$ cat config.mk
export PLATFORM = sky130hd
export DESIGN_NAME = param_adder_accum
export DESIGN_NICKNAME = d
export VERILOG_FILES = /design/src/rtl/param_adder_accum.sv
export SDC_FILE = /design/constraint.sdc
export NUM_CORES = 1
export LEC_CHECK = 0
export CAP_MARGIN = 0
export CORE_MARGIN = 2
export CORE_UTILIZATION = 45
export CTS_CLUSTER_SIZE = 24
export DETAILED_ROUTE_END_ITERATION = 8
export DONT_BUFFER_PORTS = 1
export PLACE_DENSITY = 0.64
export SETUP_SLACK_MARGIN = 0.5
export SLEW_MARGIN = 25
export SYNTH_ARGS = -nofsm -noshare
export SYNTH_HDL_FRONTEND = slang
export SYNTH_SLANG_ARGS = --single-unit
export TNS_END_PERCENT = 10
$ cat constraint.sdc
create_clock -name CLK100MHZ -period 3.58 [get_ports CLK100MHZ]
set_clock_uncertainty 0.05 [all_clocks]
set_input_delay 1.074 -clock CLK100MHZ [delete_from_list [all_inputs] [get_ports CLK100MHZ]]
set_output_delay 1.074 -clock CLK100MHZ [all_outputs]
set_load 0.03 [all_outputs]
$ cat src/rtl/param_adder_accum.sv
// param_adder_accum: N-bit ripple adder with a debounced accumulate mode and a sticky overflow flag
module param_adder_accum #(
    parameter int WIDTH = 4,
    parameter int DEBOUNCE_CYCLES = 1000000
) (
    input  logic               CLK100MHZ,
    input  logic               CPU_RESETN,
    input  logic [2*WIDTH-1:0] SW,
    input  logic               BTNC,
    input  logic               BTNU,
    input  logic               BTND,
    output logic [WIDTH+1:0]   led
);
    localparam int CW = $clog2(DEBOUNCE_CYCLES + 1);

    logic [2*WIDTH-1:0] sw_m, sw_s;
    logic [2:0]         btn_raw, btn_pulse;
    logic               mode, ovf;
    logic [WIDTH-1:0]   acc, a, op_b, sum;
    logic [WIDTH:0]     c, res;

    assign btn_raw = {BTND, BTNU, BTNC};

    always_ff @(posedge CLK100MHZ or negedge CPU_RESETN)
        if (!CPU_RESETN) begin
            sw_m <= '0;
            sw_s <= '0;
        end else begin
            sw_m <= SW;
            sw_s <= sw_m;
        end

    for (genvar k = 0; k < 3; k++) begin : g_btn
        logic           m, s, stable, stable_d, pulse;
        logic [CW-1:0]  cnt;
        always_ff @(posedge CLK100MHZ or negedge CPU_RESETN)
            if (!CPU_RESETN) begin
                m        <= 1'b0;
                s        <= 1'b0;
                stable   <= 1'b0;
                stable_d <= 1'b0;
                pulse    <= 1'b0;
                cnt      <= '0;
            end else begin
                m        <= btn_raw[k];
                s        <= m;
                stable_d <= stable;
                pulse    <= stable & ~stable_d;
                if (s == stable)
                    cnt <= '0;
                else if (cnt == CW'(DEBOUNCE_CYCLES - 1)) begin
                    stable <= s;
                    cnt    <= '0;
                end else
                    cnt <= cnt + 1'b1;
            end
        assign btn_pulse[k] = pulse;
    end

    // one full-adder chain shared by both modes; only the second operand is muxed
    assign a    = sw_s[WIDTH-1:0];
    assign op_b = mode ? acc : sw_s[2*WIDTH-1:WIDTH];
    assign c[0] = 1'b0;
    for (genvar i = 0; i < WIDTH; i++) begin : g_fa
        assign sum[i]   = a[i] ^ op_b[i] ^ c[i];
        assign c[i + 1] = (a[i] & op_b[i]) | (c[i] & (a[i] ^ op_b[i]));
    end

    always_ff @(posedge CLK100MHZ or negedge CPU_RESETN)
        if (!CPU_RESETN) begin
            mode <= 1'b0;
            acc  <= '0;
            ovf  <= 1'b0;
            res  <= '0;
        end else begin
            if (!mode)
                res <= {c[WIDTH], sum};
            if (btn_pulse[1]) begin
                mode <= ~mode;
                acc  <= '0;
                ovf  <= 1'b0;
            end else if (mode && btn_pulse[2]) begin
                acc <= '0;
                ovf <= 1'b0;
            end else if (mode && btn_pulse[0]) begin
                acc <= sum;
                if (c[WIDTH])
                    ovf <= 1'b1;
            end
        end

    assign led = mode ? {1'b1, ovf, acc} : {1'b0, res};
endmodule
=== After elaboration in Yosys (flattened, before gate mapping) ===
Cells that the tools add are included.

* Register bits: 102
* Output and inout port bits: 6
* Logic and storage cells: 83

* Add/sub/neg operators: 3
* Eq/ne operators: 6
* Bitwise operators: 27
* Reduce and logical (&&, ||, !) cells: 8
* Mux-type cells: 15

{| class="wikitable"
|+ Operators by type and width
! cell !! number
|-
| two-way mux 20 bit || 6
|-
| adder 20 x 1 -> 20 bit, second input constant || 3
|-
| == test 20 bit, second input constant || 3
|-
| two-way mux 4 bit || 4
|-
| bitwise AND 1 bit || 10
|-
| AND reduction 2 bit || 4
|-
| NOT 1 bit || 7
|-
| XOR 1 bit || 7
|-
| two-way mux 6 bit || 1
|-
| nonzero test 3 bit || 2
|-
| two-way mux 1 bit || 4
|-
| == test 1 bit || 3
|-
| bitwise OR 1 bit || 3
|-
| logical AND 1 bit || 2
|}

=== Logic depth before layout (Yosys ltp) ===
Gate-level depths: netlist (run 1).

* Depth after elaboration: 12
* Gate-level depth with buffers: 9
* Depth with buffers taken out: 8

=== Worst setup path before layout (run 1) ===
No wires, ideal clock.

* Path kind: register to register
* Start: reg mode
* End: reg res[3]
* Data arrival time: 2516 ps
* Clock period less this slack: 2690 ps
* Buffers on the path: 1
* Cell stages (with the launch flop): 8
* Path slack: 890 ps
* Library setup time: 125 ps
* Required time: 3405 ps
* Cell sequence: dfrtp_1 -> clkbuf_1 -> o21ai_0 -> ha_1 -> fa_1 -> fa_1 -> fa_1 -> mux2_2

* Longest elaborated chain between the ends: 7

{| class="wikitable"
|+ Ends and longest elaborated chain
! what !! line !! RTL
|-
| from (decl) || 18 || <nowiki>logic mode, ovf;</nowiki>
|-
| from (signal assigned) || 79 || <nowiki>mode <= ~mode;</nowiki>
|-
| two-way mux 4 bit * || 62 || <nowiki>assign op_b = mode ? acc : sw_s[2*WIDTH-1:WIDTH];</nowiki>
|-
| bitwise AND 1 bit or XOR 1 bit (tied branches) || 66 || <nowiki>assign c[i + 1] = (a[i] & op_b[i]) | (c[i] & (a[i] ^ op_b[i]));</nowiki>
|-
| bitwise AND 1 bit || 66 ||
|-
| bitwise OR 1 bit || 66 ||
|-
| bitwise AND 1 bit || 66 ||
|-
| bitwise OR 1 bit || 66 ||
|-
| XOR 1 bit * || 65 || <nowiki>assign sum[i] = a[i] ^ op_b[i] ^ c[i];</nowiki>
|-
| net sum[3] || 19 || <nowiki>logic [WIDTH-1:0] acc, a, op_b, sum;</nowiki>
|-
| to (signal assigned) || 77 || <nowiki>res <= {c[WIDTH], sum};</nowiki>
|-
| to (decl) || 20 || <nowiki>logic [WIDTH:0] c, res;</nowiki>
|}

The timed path passes the listed nets; every way through them passes the cells marked *.
A chain may end at the register's enable or synchronous reset.

=== Final worst setup path (run 1) ===
* Start: reg mode
* End: out led[4]

* Longest elaborated chain between the ends: 1

{| class="wikitable"
|+ Ends and longest elaborated chain
! what !! line !! RTL
|-
| two-way mux 6 bit || 92 || <nowiki>assign led = mode ? {1'b1, ovf, acc} : {1'b0, res};</nowiki>
|-
| to (decl) || 12 || <nowiki>output logic [WIDTH+1:0] led</nowiki>
|}

No other way between the ends.

==> results_dict.tcl, run 1 <==
set metrics [dict create \
    ioPinCount 19 \
    layout-drive-gt1-share 0.102 \
    synth-edff-count 0 \
    grt_max_degree 103 \
    min_period_ns 2.73 \
    dpl_cell_area_um2 4670 \
    ys.flop_type "dfrtp_1" \
    ys_warn_count 0 \
    relSlewSlack 0.459 \
    wire_per_inst_um 13.1 \
    tightest_slew_ns 0.812 \
    diodes 0 \
    drv_slew 0 \
    setup.worst_path.start "mode" \
    finalNetCount 447 \
    start_util 0.463 \
    setup_tns_ns 0 \
    syn-instance-count 423 \
    cp_max_fo 19 \
    root_buffer "clkbuf_8" \
    max_freq_ghz 0.367 \
    yosysUniqueCellTypes 44 \
    cts_tree "done" \
    grt_pass1_wl_mm 13.4 \
    outcome "completed" \
    syn2layout_area_growth_pct 8.19 \
    hpwl_mm 5.00 \
    path_class "reg -> out" \
    worst_setup_path_end_kind "output pin" \
    cp-start-kind "flop" \
    cap_violations 0 \
    clk_pin_slew_ns 0.09 \
    overflow 0 \
    ys_ff_latch 102 \
    ys_async_sr_fraction 1.00 \
    routed_wl_mm 7.42 \
    first_iter_violations 111 \
    cp.arrival_ns 1.60 \
    synth_top_area_frac 0.564 \
    hp-start "sw_m[2]" \
    fin_area_um2 4890 \
    dr.pass1.iters 4 \
    synth_nets 443 \
    num_rows 36 \
    hold_class "reg -> reg" \
    fillers 925 \
    antenna_found_initial 0 \
    netlist_area_um2 4520 \
    p_comb_frac 0.042 \
    p_int_mw 1.63 \
    cts_resized 0 \
    hold_viol 0 \
    switchingPower_mw 0.448 \
    fin_hold_ws_ns 0.304 \
    finalCritPeriodShare 0.762 \
    die_w_um 104 \
    clkLatencyLatePin_ns 0.36 \
    synth_top_area_cell "dfrtp_1" \
    grt_usage 0.152 \
    r2r-start "mode" \
    drc 0 \
    swShare 0.215 \
    synthTopCellsByArea "dfrtp_1, xnor2_1, nor2_1" \
    p_leak_nw 2.01 \
    gp_congestion 0.810 \
    grt_setup_unrepaired "no" \
    viasPerCell 5.23 \
    hold_buffers 0 \
    io_buffers 0 \
    core_region_area_um2 9770 \
    yosysSeqAreaShare 0.564 \
    post_cts_buffers 0 \
    grt_pass1_vias 2915 \
    power_frac_seq 0.576 \
    ant_nets 0 \
    cts_buffers 9 \
    p_clk_frac 0.382 \
    htreeDepth 3 \
    crit_required_ns 2.46 \
    p_per_area_nw_per_um2 424 \
    routed-via-count 2954 \
    vdd_drop_max_mv 0.285 \
    setup_viol 0 \
    syn_avg_cell_area_um2 10.7 \
    cts_sinks 102 \
    dieHeight_um 104 \
    clk_path_buf_depth 2 \
    die-area_um2 10900 \
]
per-layer routing:
metal,global-route usage,vias up,wire (um)
met4,0.0463,0,87
met2,0.244,22,3520
li1,-,1470,-
met5,0,-,0
met3,0.0451,7,186
met1,0.199,1455,3620
metrics by stage:
step	power [mW]	worst slack (ns)	util	cells
2_1_floorplan	1.28	0.890	-	423
3_3_place_gp	1.31	0.994	0.478	549
3_5_place_dp	1.31	0.908	0.478	549
4_1_cts	2.12	0.814	0.501	565
5_1_grt	2.17	0.732	0.501	565
6_report	2.08	0.853	0.501	565
cells in the mapped netlist, types with 2 or more instances:
library cell    n
dfrtp_1       102
nor2_1         58
xnor2_1        29
inv_1          23
nand2_1        23
nand3_1        18
a21oi_1        15
o21ai_0        15
or4_1          14
nand4_1        13
nor4_1         13
xor2_1         13
mux2_2          9
o31ai_1         9
clkbuf_1        7
nor3_1          7
or3_1           7
and3_1          4
ha_1            4
a22oi_1         3
fa_1            3
nor2b_1         3
and2_1          2
buf_2           2
buf_4           2
buf_6           2
clkbuf_2        2
nand2b_1        2
nand4_2         2
nand4b_1        2
or4b_2          2
critical path, stage by stage (launching register included):
cell and delay (ns):
dfrtp_1 0.47, buf_4 0.31, mux2_2 0.46
cell usage in the layout (no fill, tap or decap), types with 14 or more instances in the layout:
master	netlist	layout
dfrtp_1	102	102
nor2_1	58	58
xnor2_1	29	29
nand2_1	23	23
inv_1	23	23
nand3_1	18	18
a21oi_1	15	15
o21ai_0	15	15
or4_1	14	14
worst paths after layout:
kind                                         end  cells past startpoint  slack [ns]
max in group asynchronous       g_btn[1].cnt[15]                      0        3.00
worst max-delay path                      led[4]                      2        0.85
worst min register to register           sw_s[2]                      0        0.30
min in group asynchronous                 acc[1]                      0        0.34
worst min-delay path                     sw_s[2]                      0        0.30
worst max register to register            res[3]                      6        0.91
power by group through the flow:
| stage | Clock [mW] | Combinational (mW) | Sequential (mW) |
|---|---|---|---|
| after floorplan | 0 | 0.0672 | 1.22 |
| after global placement | 0 | 0.0864 | 1.22 |
| after detailed placement | 0 | 0.0882 | 1.22 |
| after CTS | 0.832 | 0.0887 | 1.20 |
| after global routing | 0.872 | 0.0989 | 1.20 |
| final | 0.794 | 0.0870 | 1.20 |
logic make-up (layout without fill, tap and decap cells):
| group | Yosys count | in the layout | share of synthesized area |
|---|---|---|---|
| AND/OR/NAND/NOR | 175 | 175 | 0.203 |
| flip-flops | 102 | 102 | 0.564 |
| AO/OA/AOI/OAI | 50 | 50 | 0.0672 |
| XOR/XNOR | 42 | 42 | 0.0813 |
| buffers and inverters | 38 | 47 | 0.0376 |
| multiplexers | 9 | 9 | 0.0224 |
| adder cells (fa/ha/maj) | 7 | 7 | 0.0243 |
sequential cells by signal (all words and copies together), names as in the netlist:
register,cells
acc,4
g_btn.cnt,60
g_btn.m,3
g_btn.pulse,3
g_btn.s,3
g_btn.stable,3
g_btn.stable_d,3
mode,1
ovf,1
res,5
sw_m,8
sw_s,8
area by class of cell:
| type | count | area, um^2 | area share |
|---|---|---|---|
| timing repair buffer | 8 | 60.1 | 0.0123 |
| sequential | 102 | 2550 | 0.522 |
| inverter | 23 | 86.3 | 0.0176 |
| clock inverter | 5 | 81.3 | 0.0166 |
| clock buffer | 11 | 141 | 0.0289 |
| multi-input combinational | 283 | 1810 | 0.369 |
| tap | 133 | 166 | 0.0340 |
Note: power is estimated with default switching activity, not from simulation.
==> run 2: changes to the inputs <==
==> constraint.sdc (replaced) <==
create_clock -name CLK100MHZ -period 2.6 [get_ports CLK100MHZ]
set_clock_uncertainty 0.05 [all_clocks]
set_input_delay 0.78 -clock CLK100MHZ [delete_from_list [all_inputs] [get_ports CLK100MHZ]]
set_output_delay 0.78 -clock CLK100MHZ [all_outputs]
set_load 0.03 [all_outputs]
==> results_dict.tcl, run 2 (synthesized netlist as in run 1, its figures left out) <==
set metrics [dict create \
    grt_usage 0.157 \
    top_regs "g_btn.cnt x60, sw_m x8, sw_s x8" \
    hold_class "in -> async" \
    finalCritPeriodShare 0.915 \
    gp_congestion 0.822 \
    cts_tree "done" \
    clk_pin_slew_ns 0.11 \
    p_per_area_nw_per_um2 548 \
    path_class "reg -> reg" \
    fin_cells 587 \
    dpl.cell_count 555 \
    die-area_um2 10900 \
    cts_buffers 9 \
    regArea_um2 2560 \
    ant_nets 0 \
    r2r-start "mode" \
    grt_pass1_vias 2920 \
    switchingPower_mw 0.689 \
    grt_setup_unrepaired "yes" \
    grt.met1_usage 0.217 \
    die_w_um 104 \
    antenna_found_initial 0 \
    root_buffer "clkbuf_8" \
    cp-start-kind "flop" \
    io_buffers 0 \
    hpwl_mm 5.16 \
    cp_max_fo 7 \
    drv_slew 0 \
    core_region_area_um2 9770 \
    tightest_slew_ns 0.550 \
    swShare 0.242 \
    p_comb_frac 0.048 \
    p_int_mw 2.15 \
    start_util 0.463 \
    drc 0 \
    outcome "completed" \
    cap_violations 0 \
    final_common_cell "dfrtp_1" \
    cts_sinks 102 \
    grtUsageMet3 0.0363 \
    fillers 840 \
    routed-via-count 3094 \
    regMostFlops "g_btn.cnt" \
    setup_tns_ns 0 \
    finalNetCount 469 \
    busiest_layer "met2" \
    syn2layout_area_growth_pct 14.6 \
    relSlewSlack 0.630 \
    clkLatencyLatePin_ns 0.37 \
    ioPinCount 19 \
    min_period_ns 2.38 \
    dr.pass1.iters 4 \
    wire_per_inst_um 14.2 \
    crit_required_ns 2.81 \
    p_clk_frac 0.371 \
    p_leak_nw 2.15 \
    htreeDepth 3 \
    vdd_drop_max_mv 0.394 \
    grt_pass1_wl_mm 13.8 \
    layout-drive-gt1-share 0.178 \
    cp.arrival_ns 2.59 \
    worst_setup_path_end_kind "flop" \
    max_freq_ghz 0.420 \
    final_cell_mix "dfrtp_1, nor2_1, xnor2_1, buf_4, inv_1" \
    grt_util_met2 0.247 \
    clk_path_buf_depth 2 \
    dieHeight_um 104 \
    first_iter_violations 111 \
    num_rows 36 \
    reg2reg_depth 7 \
    multi_input_area_um2 1850 \
    largest_reg_flops 60 \
    grt_max_degree 103 \
    diodes 0 \
    power_frac_seq 0.580 \
    overflow 0 \
    ff2ff_setup_slack_ns 0.22 \
    viasPerCell 5.27 \
    timing.rr.end "res[3]" \
    hold_viol 0 \
    setup_viol 0 \
    routed_wl_mm 8.35 \
]
[run 2: cell count changes in the layout (fill, tap and decap cells not counted), moves of 3 or more]
cell and delta:
dfrtp_1 -4, buf_4 +16, dfrtp_2 +4, nand2_2 +3
nand2_1 -3
[run 2: power groups by stage]
stage | Clock [mW] | Combinational [mW] | Sequential, mW
finish | 1.05 | 0.138 | 1.65
global route | 1.15 | 0.151 | 1.65
CTS | 1.09 | 0.126 | 1.65
detailed placement | 0 | 0.125 | 1.68
global placement | 0 | 0.123 | 1.68
floorplan | 0 | 0.0937 | 1.67
[run 2: worst max-delay path, stage by stage (launching register included)]
cell     delay [ns]
dfrtp_2        0.45
buf_6          0.13
o21ai_2        0.06
ha_2           0.17
fa_2           0.34
fa_2           0.35
fa_1           0.46
mux2_2         0.27
[run 2: per-layer routing]
metal,up-vias,share of wire
li1,1518,-
met1,1535,0.48
met2,33,0.48
met3,8,0.024
met4,0,0.014
met5,-,0
[run 2: worst max path at each step]
stage / from / endpoint / slack [ns] / cells past startpoint
after floorplan: mode / res[3] / 0.19 / 8
after global placement: mode / res[3] / 0.24 / 7
after detailed placement: mode / res[3] / 0.19 / 7
after CTS: mode / res[3] / 0.23 / 7
after global routing: mode / acc[3] / 0.14 / 8
final: mode / res[3] / 0.22 / 7
[run 2: metrics by stage]
stage | hold slack (ns) | setup WS, ns | util | power, mW | cell area [um^2]
after floorplan | 0.281 | 0.186 | - | 1.77 | 4550
after global placement | 0.282 | 0.242 | 0.483 | 1.80 | 4730
after detailed placement | 0.285 | 0.185 | 0.483 | 1.80 | 4730
after CTS | 0.0283 | 0.228 | 0.514 | 2.86 | 5030
after global routing | 0.0102 | 0.140 | 0.530 | 2.96 | 5180
final | 0.0413 | 0.221 | 0.530 | 2.84 | 5180
[run 2: timing repair]
| item | in CTS | in global routing |
|---|---|---|
| pin swaps | 2 | 3 |
| hold buffers | 0 | 0 |
| buffers inserted | 4 | 9 |
| setup endpoints to repair | 51 | 53 |
| gates cloned | 1 | 2 |
| gates resized for setup | 10 | 11 |
[run 2: final cells by class]
class	count	share of cell area
repair buffers	30	0.0596
flip-flops and latches	102	0.493
multi-input cells	283	0.357
clock buffers	9	0.0239
well taps	133	0.0321
clock inverters	7	0.0171
inverters	23	0.0167
==> run 3: changes to the inputs <==
--- a/config.mk
+++ b/config.mk
@@ -6,7 +6,6 @@
 export NUM_CORES = 1
 export LEC_CHECK = 0
 export CAP_MARGIN = 0
-export CORE_MARGIN = 2
 export CORE_UTILIZATION = 45
 export CTS_CLUSTER_SIZE = 24
 export DETAILED_ROUTE_END_ITERATION = 8
==> results_dict.tcl, run 3 (synthesized netlist as in run 1, its figures left out) <==
set metrics [dict create \
    outcome "completed" \
    cts_sinks 102 \
    setup_viol 0 \
    layout-drive-gt1-share 0.159 \
    final_cell_mix "dfrtp_1, nor2_1, xnor2_1, inv_1, nand2_1" \
    vdd_drop_max_mv 0.234 \
    crit_required_ns 2.81 \
    core_region_area_um2 9770 \
    relSlewSlack 0.634 \
    root_buffer "clkbuf_8" \
    drc 0 \
    hold_class "in -> async" \
    diodes 0 \
    grt_usage 0.160 \
    io_buffers 0 \
    ant_nets 0 \
    multi_input_area_um2 1840 \
    final_common_cell "dfrtp_1" \
    cap_violations 0 \
    tightest_slew_ns 0.544 \
    grt_max_degree 103 \
    syn2layout_area_growth_pct 11.1 \
    start_util 0.463 \
    drv_slew 0 \
    clk_path_buf_depth 2 \
    fin_cells 580 \
    finalNetCount 462 \
    ioPinCount 19 \
    path_class "reg -> reg" \
    dpl.cell_count 553 \
    clk_pin_slew_ns 0.11 \
    p_per_area_nw_per_um2 547 \
    final_util 0.514 \
    die_w_um 102 \
    cts_tree "done" \
    fillers 885 \
    dpl_cell_area_um2 4710 \
    largest_reg_flops 60 \
    dieHeight_um 102 \
    grt_setup_unrepaired "yes" \
    min_period_ns 2.35 \
    worst_setup_path_end_kind "flop" \
    cp-start-kind "flop" \
    total_power_mw 2.75 \
    grt_pass1_vias 2831 \
    dr.pass1.iters 4 \
    antenna_found_initial 0 \
    hold_buffers 0 \
    die-area_um2 10500 \
    overflow 0 \
    p_leak_nw 2.07 \
    routed-via-count 3026 \
    routed_wl_mm 7.85 \
    wire_per_inst_um 13.5 \
    cp_max_fo 8 \
    setup_tns_ns 0 \
    clkLatencyLatePin_ns 0.36 \
    grt_pass1_wl_mm 13.1 \
    cp.arrival_ns 2.57 \
    fin_area_um2 5020 \
    cts_buffers 9 \
    hold_viol 0 \
    top_regs "g_btn.cnt x60, sw_m x8, sw_s x8" \
    finalCritPeriodShare 0.906 \
    viasPerCell 5.22 \
    first_iter_violations 98 \
    regArea_um2 2560 \
    gp_congestion 0.781 \
    regMostFlops "g_btn.cnt" \
    hpwl_mm 5.12 \
    htreeDepth 3 \
    max_freq_ghz 0.425 \
    num_rows 36 \
]
[run 3: metal layers]
metal | global-route usage | vias up | share of wire
met3 | 0.0274 | 9 | 0.023
met4 | 0.0736 | 0 | 0.015
met5 | 0 | - | 0
met1 | 0.214 | 1482 | 0.49
met2 | 0.256 | 29 | 0.47
li1 | - | 1506 | -
[run 3: repair_timing]
action	4_1_cts	5_1_grt
setup endpoints to repair	49	50
cloned	0	2
gates resized for setup	3	9
pin swaps	2	2
buffers inserted	1	8
[run 3: power by group]
group / switching (mW) / total, mW / internal, mW
combinational: 0.0764 / 0.132 / 0.0551
sequential: 0.0239 / 1.65 / 1.62
clock: 0.592 / 0.970 / 0.378
total: 0.692 / 2.75 / 2.06
[run 3: critical path, stage by stage, from the launching register on]
cell	delay, ns
dfrtp_2	0.48
nand2_2	0.08
o21ai_2	0.05
ha_2	0.17
fa_2	0.34
fa_2	0.34
fa_1	0.46
mux2_2	0.27
[run 3: path summary, 6_finish.rpt]
path / startpoint / end / slack, ns / depth (start not counted)
min in group CLK100MHZ: g_btn[2].m / g_btn[2].s / 0.31 / 0
max in group asynchronous: CPU_RESETN / g_btn[2].cnt[15] / 2.33 / 0
setup reg to reg: mode / res[3] / 0.25 / 7
hold reg to reg: g_btn[2].m / g_btn[2].s / 0.31 / 0
setup / recovery: mode / res[3] / 0.25 / 7
hold / removal: CPU_RESETN / g_btn[0].cnt[1] / 0.05 / 0
[run 3: final cells by class]
class / count / area share
clock buffer: 9 / 0.0247
clock inverter: 7 / 0.0144
inverter: 23 / 0.0172
multi-input combinational: 283 / 0.366
sequential: 102 / 0.509
tap: 133 / 0.0331
timing repair buffer: 23 / 0.0356
[run 3: stage by stage]
step	hold slack, ns	setup slack (ns)
5_1_grt	0.0115	0.176
6_report	0.0485	0.245
3_3_place_gp	0.284	0.259
3_5_place_dp	0.286	0.215
2_1_floorplan	0.281	0.186
4_1_cts	0.0242	0.246
